### src/rtl/parity_sched_pkg.sv
`default_nettype none
// ----------------------------------------------------------------------------
// parity_sched_pkg : shared word widths and scheduler FSM state type
// Rev 1.0
// ----------------------------------------------------------------------------
package parity_sched_pkg;
  localparam int WORD_W    = 28;
  localparam int PAYLOAD_W = 27;

  typedef enum logic [1:0] {
    IDLE   = 2'd0,
    CHECK  = 2'd1,
    OUTPUT = 2'd2
  } sched_state_t;
endpackage
`default_nettype wire

### src/rtl/parity_checker.sv
`default_nettype none
// ----------------------------------------------------------------------------
// parity_checker : combinational odd-parity check, parity_out=1 on even weight
// Rev 1.0
// ----------------------------------------------------------------------------
module parity_checker (
  input  logic [27:0] data_in,
  output logic        parity_out
);
  assign parity_out = ~(^data_in);
endmodule
`default_nettype wire

### src/rtl/rr_arbiter.sv
`default_nettype none
// ----------------------------------------------------------------------------
// rr_arbiter : round-robin pick of the first requester after last_grant
// Rev 1.0
// ----------------------------------------------------------------------------
module rr_arbiter #(
  parameter int NUM_CH = 2
) (
  input  logic [NUM_CH-1:0]         req,
  input  logic [$clog2(NUM_CH)-1:0] last_grant,
  output logic [NUM_CH-1:0]         grant,
  output logic [$clog2(NUM_CH)-1:0] grant_idx,
  output logic                      grant_vld
);
  localparam int IDX_W = $clog2(NUM_CH);

  always_comb begin
    grant     = '0;
    grant_idx = '0;
    grant_vld = 1'b0;
    // Offset NUM_CH wraps back to last_grant itself, so it is only picked when alone.
    for (int off = 1; off <= NUM_CH; off++) begin
      if (!grant_vld && req[(int'(last_grant) + off) % NUM_CH]) begin
        grant_vld = 1'b1;
        grant_idx = IDX_W'((int'(last_grant) + off) % NUM_CH);
      end
    end
    if (grant_vld) grant[grant_idx] = 1'b1;
  end
endmodule
`default_nettype wire

### src/rtl/parity_rr_scheduler.sv
`default_nettype none
// ----------------------------------------------------------------------------
// parity_rr_scheduler : shares one parity_checker among NUM_CH receive channels.
// Optional per-channel error counters with macro PARITY_ERR_CNT_EN.  Rev 1.0
// ----------------------------------------------------------------------------
module parity_rr_scheduler
  import parity_sched_pkg::*;
#(
  parameter int NUM_CH = 2,
  parameter int CNT_W  = 16
) (
  input  logic                       clk,
  input  logic                       rst,
  input  logic [NUM_CH*WORD_W-1:0]   ch_data_in,
  input  logic [NUM_CH-1:0]          ch_valid_in,
  output logic [NUM_CH-1:0]          ch_ready_out,
  output logic [PAYLOAD_W-1:0]       out_data,
  output logic [$clog2(NUM_CH)-1:0]  out_ch,
  output logic                       out_err,
  output logic                       out_valid,
  input  logic                       out_ready,
  output logic                       busy_out,
  input  logic                       clr_counts_in,
  output logic [NUM_CH*CNT_W-1:0]    err_count_out
);
  localparam int IDX_W = $clog2(NUM_CH);
  localparam logic [IDX_W-1:0] LAST_RST = IDX_W'(NUM_CH - 1);

  sched_state_t          state_q, state_d;
  logic [IDX_W-1:0]      last_grant_q, last_grant_d;
  logic [WORD_W-1:0]     word_q, word_d;
  logic [IDX_W-1:0]      ch_q, ch_d;
  logic [PAYLOAD_W-1:0]  out_data_q, out_data_d;
  logic [IDX_W-1:0]      out_ch_q, out_ch_d;
  logic                  out_err_q, out_err_d;
  logic                  out_valid_q, out_valid_d;

  logic [NUM_CH-1:0]     grant;
  logic [IDX_W-1:0]      grant_idx;
  logic                  grant_vld;
  logic                  parity_out;

  rr_arbiter #(.NUM_CH(NUM_CH)) u_arb (
    .req        (ch_valid_in),
    .last_grant (last_grant_q),
    .grant      (grant),
    .grant_idx  (grant_idx),
    .grant_vld  (grant_vld)
  );

  parity_checker u_chk (
    .data_in    (word_q),
    .parity_out (parity_out)
  );

  always_comb begin
    state_d      = state_q;
    last_grant_d = last_grant_q;
    word_d       = word_q;
    ch_d         = ch_q;
    out_data_d   = out_data_q;
    out_ch_d     = out_ch_q;
    out_err_d    = out_err_q;
    out_valid_d  = out_valid_q;
    ch_ready_out = '0;
    case (state_q)
      IDLE: begin
        // The grant only ever points at a valid channel, so ready implies handshake.
        if (grant_vld) begin
          ch_ready_out = grant;
          word_d       = ch_data_in[int'(grant_idx)*WORD_W +: WORD_W];
          ch_d         = grant_idx;
          last_grant_d = grant_idx;
          state_d      = CHECK;
        end
      end
      CHECK: begin
        out_data_d  = word_q[WORD_W-1:1];
        out_ch_d    = ch_q;
        out_err_d   = parity_out;
        out_valid_d = 1'b1;
        state_d     = OUTPUT;
      end
      OUTPUT: begin
        if (out_ready) begin
          out_valid_d = 1'b0;
          state_d     = IDLE;
        end
      end
      default: state_d = IDLE;
    endcase
  end

  always_ff @(posedge clk or negedge rst) begin
    if (!rst) begin
      state_q      <= IDLE;
      last_grant_q <= LAST_RST;
      word_q       <= '0;
      ch_q         <= '0;
      out_data_q   <= '0;
      out_ch_q     <= '0;
      out_err_q    <= 1'b0;
      out_valid_q  <= 1'b0;
    end else begin
      state_q      <= state_d;
      last_grant_q <= last_grant_d;
      word_q       <= word_d;
      ch_q         <= ch_d;
      out_data_q   <= out_data_d;
      out_ch_q     <= out_ch_d;
      out_err_q    <= out_err_d;
      out_valid_q  <= out_valid_d;
    end
  end

  assign out_data  = out_data_q;
  assign out_ch    = out_ch_q;
  assign out_err   = out_err_q;
  assign out_valid = out_valid_q;
  assign busy_out  = (state_q != IDLE);

`ifdef PARITY_ERR_CNT_EN
  for (genvar i = 0; i < NUM_CH; i++) begin : g_cnt
    logic [CNT_W-1:0] cnt_q, cnt_d;

    // Clear has priority; counting stops at all-ones.
    always_comb begin
      cnt_d = cnt_q;
      if (clr_counts_in) begin
        cnt_d = '0;
      end else if ((state_q == CHECK) && parity_out && (ch_q == IDX_W'(i)) && (cnt_q != '1)) begin
        cnt_d = cnt_q + CNT_W'(1);
      end
    end

    always_ff @(posedge clk or negedge rst) begin
      if (!rst) cnt_q <= '0;
      else      cnt_q <= cnt_d;
    end

    assign err_count_out[i*CNT_W +: CNT_W] = cnt_q;
  end
`else
  logic unused_clr;
  assign unused_clr    = clr_counts_in;
  assign err_count_out = '0;
`endif
endmodule
`default_nettype wire
### config.mk
export PLATFORM = sky130hd
export DESIGN_NAME = parity_rr_scheduler
export DESIGN_NICKNAME = d
export VERILOG_FILES = /design/src/rtl/parity_sched_pkg.sv /design/src/rtl/parity_checker.sv /design/src/rtl/rr_arbiter.sv /design/src/rtl/parity_rr_scheduler.sv
export SDC_FILE = /design/constraint.sdc
export NUM_CORES = 1
export LEC_CHECK = 0
export ABC_AREA = 1
export BUFFER_PORTS_ARGS = -buffer_cell sky130_fd_sc_hd__buf_4
export CORE_ASPECT_RATIO = 1.2
export CORE_MARGIN = 3
export CORE_UTILIZATION = 49
export DETAILED_ROUTE_END_ITERATION = 8
export PLACE_DENSITY_LB_ADDON = 0.25
export SYNTH_ARGS = -nofsm -noshare
export SYNTH_HDL_FRONTEND = slang
export SYNTH_SLANG_ARGS = --single-unit
### constraint.sdc
create_clock -name clk -period 1.4 [get_ports clk]
set_input_delay 0.21 -clock clk [delete_from_list [all_inputs] [get_ports clk]]
set_output_delay 0.21 -clock clk [all_outputs]
set_load 0.05 [all_outputs]
==> metrics, run 1 <==
status finished with violations; failing checks setup timing; largest net degree at the start of global routing 34; via count 3070; DRC 0; most area-consuming cells after synthesis dfrtp_1, nand2_1, buf_4; Peak VDD IR 2110 µV; clk root buf clkbuf_8; post-route insts no fill 627; RSZ-0062 raised after global routing true; Power Density 2830 nW/µm²; die area 7880 µm²; Placed Cells 600; Detailed Place HPWL 5870 µm; Max clock buf depth 2; number of synthesized flops with an enable pin 0; CTS tree yes; Critical Path AT 1.35 ns; sequential fraction of design power 25.9%; CP required 1.19 ns; Iteration-0 DRC Markers 184; Worst setup SP type register; Gate Count Post-Synth 424; Post-synth top flop dfrtp_1; global-route wire length before repair 12700 µm; Logic pwr share 60.4%; synth warn 0; Core Area 6530 µm²; total routed wirelength 8680 µm; critical-path maximum fanout 2; initial antenna violation count 0; # H-tree levels 3; Port Buffers 93; final total power 12.9 mW; crit-path cells nor2_4 -> o21ai_4 -> a21oi_4 -> buf_6; Routed Antenna Nets 0; chip width 81.5 µm; total CTS buffers 9; WL/cell 13.8 µm; row cnt 32; FMAX 640 MHz; most instantiated library cell after synthesis nand2_1; num ports 127; fin worst setup slack -0.162 ns; Clock Skews 0.0107 ns; Clock power frac 13.7%; Final Hold Viols 0; area grow syn2layout 36.2%; Yosys cell types 22; worst hold slack 0.0868 ns; crit end category output pin; hold crit path type in2reg; vias in the first global route 2867; Yosys top cell area share 45.5%; post-synthesis cell area 3350 µm²; gpl congestion 0.791; Yosys reg bits 62; Design Area, Final 4570 µm²; Placed Area 4110 µm²; period utilization 112%; Max Slew Vio Count 0; cell taking the most area after synthesis dfrtp_1; minimum clock period after layout 1.56 ns; latest clock arrival within the worst-skew pair 0.34 ns; nets 599; async set-reset flop share out of synthesis 100%; Switch Pwr 6.36 mW; Crit Path Category reg2out; gr ovfl total 0; top cells by instance count after synthesis nand2_1, dfrtp_1, inv_1, buf_4, o21ai_0; vias per cell 4.90; setup_tns -2.41 ns; Post-Syn Area per Cell 7.91 µm²; Final Setup Violations 34; sw frac 49.3%; Initial Utilization 51.4%; internal power 6.54 mW; gr usage total 20.7%; # diodes 0; Clock Sinks 62; drt first pass iters 4; ratio of cells with drive above 1 in the final layout 30.8%; sequential fraction of the synthesis area 46.3%; Worst path slowest cell dfrtp_1; Max-cap violations 0; Reg clk slew, reported paths 0.07 ns; CP peak stage delay 0.41 ns; Leak 2.40 nW; Die Y 96.6 µm
layer usage:
layer	GRT usage, %	wire length, µm
met1	25.2	3310
met4	8.71	258
met2	35.4	4490
met3	3.26	623
met5	0	0
final timing paths:
kind	to	cells after the start	startpoint	slack (ns)
max	ch_ready_out[0]	4	state_q[0]	-0.16
min	word_q[1]	3	ch_data_in[1]	0.09
max reg2reg	word_q[27]	8	last_grant_q	-0.10
min reg2reg	last_grant_q	2	last_grant_q	0.48
max in group asynchronous	last_grant_q	3	rst	0.57
min in group asynchronous	out_data[18]	2	rst	0.30
state kept, by name, indices dropped and copies added, names as in the netlist:
signal	count
out_ch	1
state_q	2
out_data	27
ch_q	1
out_err	1
last_grant_q	1
out_valid	1
word_q	28
area by class of cell:
class / instances / area [µm²]
Clock buffer: 11 / 141
Sequential cell: 62 / 1550
Inverter: 37 / 145
Fill cell: 537 / 1960
Clock inverter: 5 / 82.6
Tap cell: 85 / 106
Multi-Input combinational cell: 310 / 1490
Timing Repair Buffer: 117 / 1040
worst max-delay path: cells and delay by family (launching register included):
| kind | cells | cell delay [ns] |
|---|---|---|
| AO/OA/AOI/OAI | 2 | 0.25 |
| buffers and inverters | 1 | 0.18 |
| AND/OR/NAND/NOR | 1 | 0.19 |
| flip-flops | 1 | 0.41 |
cells in the final DEF, fill, tap and decap left out:
cell type / instances
nand3_1: 7
o21ai_4: 1
o211ai_1: 16
dfrtp_1: 60
dfrtp_2: 1
inv_2: 9
clkinv_4: 2
bufinv_16: 2
dlygate4sd3_1: 1
conb_1: 32
inv_1: 26
buf_4: 102
nand3_2: 2
clkbuf_8: 10
xor2_1: 6
nand2_2: 5
o211ai_2: 10
nor2_2: 1
buf_12: 5
clkinv_2: 1
a21oi_4: 1
buf_8: 3
clkbuf_1: 1
xnor2_1: 6
clkinvlp_4: 1
nor2_4: 3
inv_4: 1
o21ai_1: 1
buf_6: 2
nor2_1: 1
dfstp_2: 1
nand2_1: 189
o21ai_0: 29
clkbuf_16: 4
power by group through the flow:
stage	clock [mW]	sequential (mW)	combinational [mW]
2_1_floorplan	0	4.58	4.00
3_3_place_gp	0	3.28	6.90
3_5_place_dp	0	3.32	7.09
4_1_cts	1.78	3.31	7.24
5_1_grt	1.86	3.45	8.48
6_report	1.77	3.35	7.79
logic make-up after synthesis:
logic type | after synthesis | share of synthesized area, %
other | 1 | 0.112
DFF | 62 | 46.3
AOI/OAI and AO/OA | 58 | 12.5
and+or+nand+nor | 208 | 24.1
buffers and inverters | 83 | 13.8
xor gates and xnor gates | 12 | 3.13
per-stage QoR:
stage	utilization (%)	setup slack, ns
6_report	70.0	-0.162
5_1_grt	70.0	-0.232
4_1_cts	67.2	-0.216
3_5_place_dp	63.0	0.0178
3_3_place_gp	63.0	0.0637
2_1_floorplan	-	-0.0511
timing repair:
action,in CTS,in global routing
resized for setup,6,22
endpoints found under the setup margin,4,34
gates cloned,0,5
setup buffers,3,2
hold buffers,1,0
pin swaps,2,13
hold endpoints to repair,18,0
Note: power is estimated with default switching activity, not from simulation.
==> inputs of run 2 (changes only) <==
- PLACE_DENSITY: unset -> 0.83
- PLACE_DENSITY_LB_ADDON: 0.25 -> unset
==> metrics, run 2 (synthesis results as in run 1) <==
status finished with violations; failing checks setup timing; minimum clock period after layout 1.59 ns (+0.0235 ns); Critical Path AT 1.38 ns (+0.03 ns); crit path buf inv count 2 (+1); setup_tns -0.927 ns (+1.48 ns); Clock power frac 11.4% (-2.3 points); # diodes 0 (unchanged); DRC 0 (unchanged); critical-path maximum fanout 2 (unchanged); crit end category output pin; Placed Cells 600 (unchanged); row cnt 32 (unchanged); vias per cell 4.83 (-1.3%); initial antenna violation count 0 (unchanged); FMAX 631 MHz (-1.5%); die area 7880 µm² (unchanged); via count 2988 (-2.7%); Worst setup SP type register; Worst R2R End word_q[4]; DP Worst Slack 0.0213 ns (+0.00343 ns); gr ovfl total 0 (unchanged); commonest non-fill, non-tap cell in the layout nand2_1; Clock Sinks 62 (unchanged); worst hold slack 0.0922 ns (+0.00540 ns); gr usage total 21.4% (+0.68 points); total CTS buffers 9 (unchanged); Final Hold Viols 0 (unchanged); crit-path cells nor2_4 -> clkinvlp_4 -> nor2_4 -> buf_8; Peak VDD IR 1680 µV (-20%); nets 592 (-1.2%); Critical Path Sink ch_ready_out[1]; Worst R2R Setup Slack -0.05 ns (+0.05 ns); Reg clk slew, reported paths 0.06 ns (about the same); chip width 81.5 µm (unchanged); hold crit path type in2reg; Worst path depth 4 (unchanged); # H-tree levels 3 (unchanged); vias in the first global route 2959 (+3.2%); Initial Utilization 51.4% (unchanged); Worst Reg-to-Reg Cells 7 (-1); Logic pwr share 60.9% (+0.5 points); commonest non-fill, non-tap cells in the layout nand2_1, buf_4, dfrtp_1, conb_1, o21ai_0; Clock Skews 0.00633 ns (-0.00439 ns); post-route insts no fill 618 (-1.4%); Power Density 2800 nW/µm² (-1.0%); CTS tree yes; # fillers 544 (+1.3%); Die Y 96.6 µm (unchanged); area of the multi-input gates 1530 µm² (+2.7%); Iteration-0 DRC Markers 126 (-32%); CP peak stage delay 0.43 ns (+0.02 ns); CP required 1.19 ns (about the same); Routed Antenna Nets 0 (unchanged); RSZ-0062 raised after global routing true; FF+latch area 1560 µm² (+0.16%); Port Buffers 93 (unchanged); gpl congestion 0.802 (+1.3%); max reg flops 28 (unchanged); period utilization 113% (+1.7 points); RR Startpoint state_q[1]; CP most frequent cell nor2_4; Detailed Place HPWL 5990 µm (+2.0%); WL/cell 13.1 µm (-5.5%); largest reg by FF count word_q; Max clock buf depth 2 (unchanged); Max Slew Vio Count 0 (unchanged); crit path from state_q[1]; Switch Pwr 6.26 mW (-1.6%); sequential fraction of design power 27.7% (+1.8 points); area grow syn2layout 31.9%; Final Setup Violations 28 (-18%); Core Area 6530 µm² (unchanged); global-route wire length before repair 13000 µm (+2.8%); largest net degree at the start of global routing 36 (+5.9%); Leak 2.32 nW (-3.2%); Worst path slowest cell dfrtp_2; clk root buf clkbuf_8; Max-cap violations 0 (unchanged); top cell family by delay on the critical path flip-flops; ratio of cells with drive above 1 in the final layout 32.5% (+1.6 points); total routed wirelength 8090 µm (-6.9%); latest clock arrival within the worst-skew pair 0.33 ns (about the same); num ports 127 (unchanged); drt first pass iters 5 (+1); Crit Path Category reg2out; sw frac 50.6% (+1.3 points); fin worst setup slack -0.186 ns (-0.0235 ns); internal power 6.11 mW (-6.5%)
[run 2: changes by cell type in the layout (fill, tap and decap cells not counted), sizes merged]
cell | previous run | this run
clkinv | 3 | 1
clkbuf | 15 | 13
buf | 112 | 109
bufinv | 2 | 0
[run 2: area by class of cell]
cell class / count / area share [%]
flip-flops and latches: 62 / 35.2
multi-input cells: 310 / 34.6
repair buffers: 110 / 20.6
clock buffers: 13 / 3.82
inverters: 37 / 3.22
well taps: 85 / 2.40
clock inverters: 1 / 0.113
[run 2: stage by stage]
| stage | area (µm²) | utilization (%) | total power [mW] |
|---|---|---|---|
| 4_1_cts | 4340 | 66.5 | 12.0 |
| 2_1_floorplan | 3500 | - | 8.58 |
| 3_3_place_gp | 4110 | 63.0 | 10.2 |
| 6_report | 4420 | 67.8 | 12.4 |
| 3_5_place_dp | 4110 | 63.0 | 10.4 |
| 5_1_grt | 4420 | 67.8 | 13.4 |
[run 2: worst min-delay path: cells and delay by family]
kind,cells,cell delay [ns]
buffers and inverters,1,0.08
AND/OR/NAND/NOR,2,0.09
[run 2: worst min path at each step]
stage / startpoint / endpoint / cells after the start
2_1_floorplan: rst / ch_q / 0
3_3_place_gp: rst / out_ch / 1
3_5_place_dp: rst / ch_q / 1
4_1_cts: ch_data_in[1] / word_q[1] / 3
5_1_grt: ch_data_in[16] / word_q[16] / 3
6_report: ch_data_in[1] / word_q[1] / 3
[run 2: power by group through the flow]
stage | Combinational, mW | Sequential (mW) | Clock (mW)
finish | 7.54 | 3.42 | 1.41
global route | 8.32 | 3.53 | 1.51
CTS | 7.25 | 3.33 | 1.44
detailed placement | 7.10 | 3.35 | 0
global placement | 6.87 | 3.28 | 0
floorplan | 4.00 | 4.58 | 0
[run 2: metal layers]
metal | part of all wire, % | up-vias | track usage, %
met5 | 0 | - | 0
met4 | 1.6 | 0 | 10.0
met3 | 5.3 | 10 | 2.89
met2 | 53 | 90 | 35.9
met1 | 40 | 1415 | 26.5
li1 | - | 1473 | -
[run 2: timing repair]
| item | in CTS | in global routing |
|---|---|---|
| endpoints found under the setup margin | 3 | 36 |
| pin swaps | 1 | 22 |
| gates resized for setup | 7 | 35 |
| endpoints found under the hold margin | 17 | 0 |
| gates cloned | 0 | 0 |
| hold buffers | 1 | 0 |
| buffers inserted | 2 | 1 |
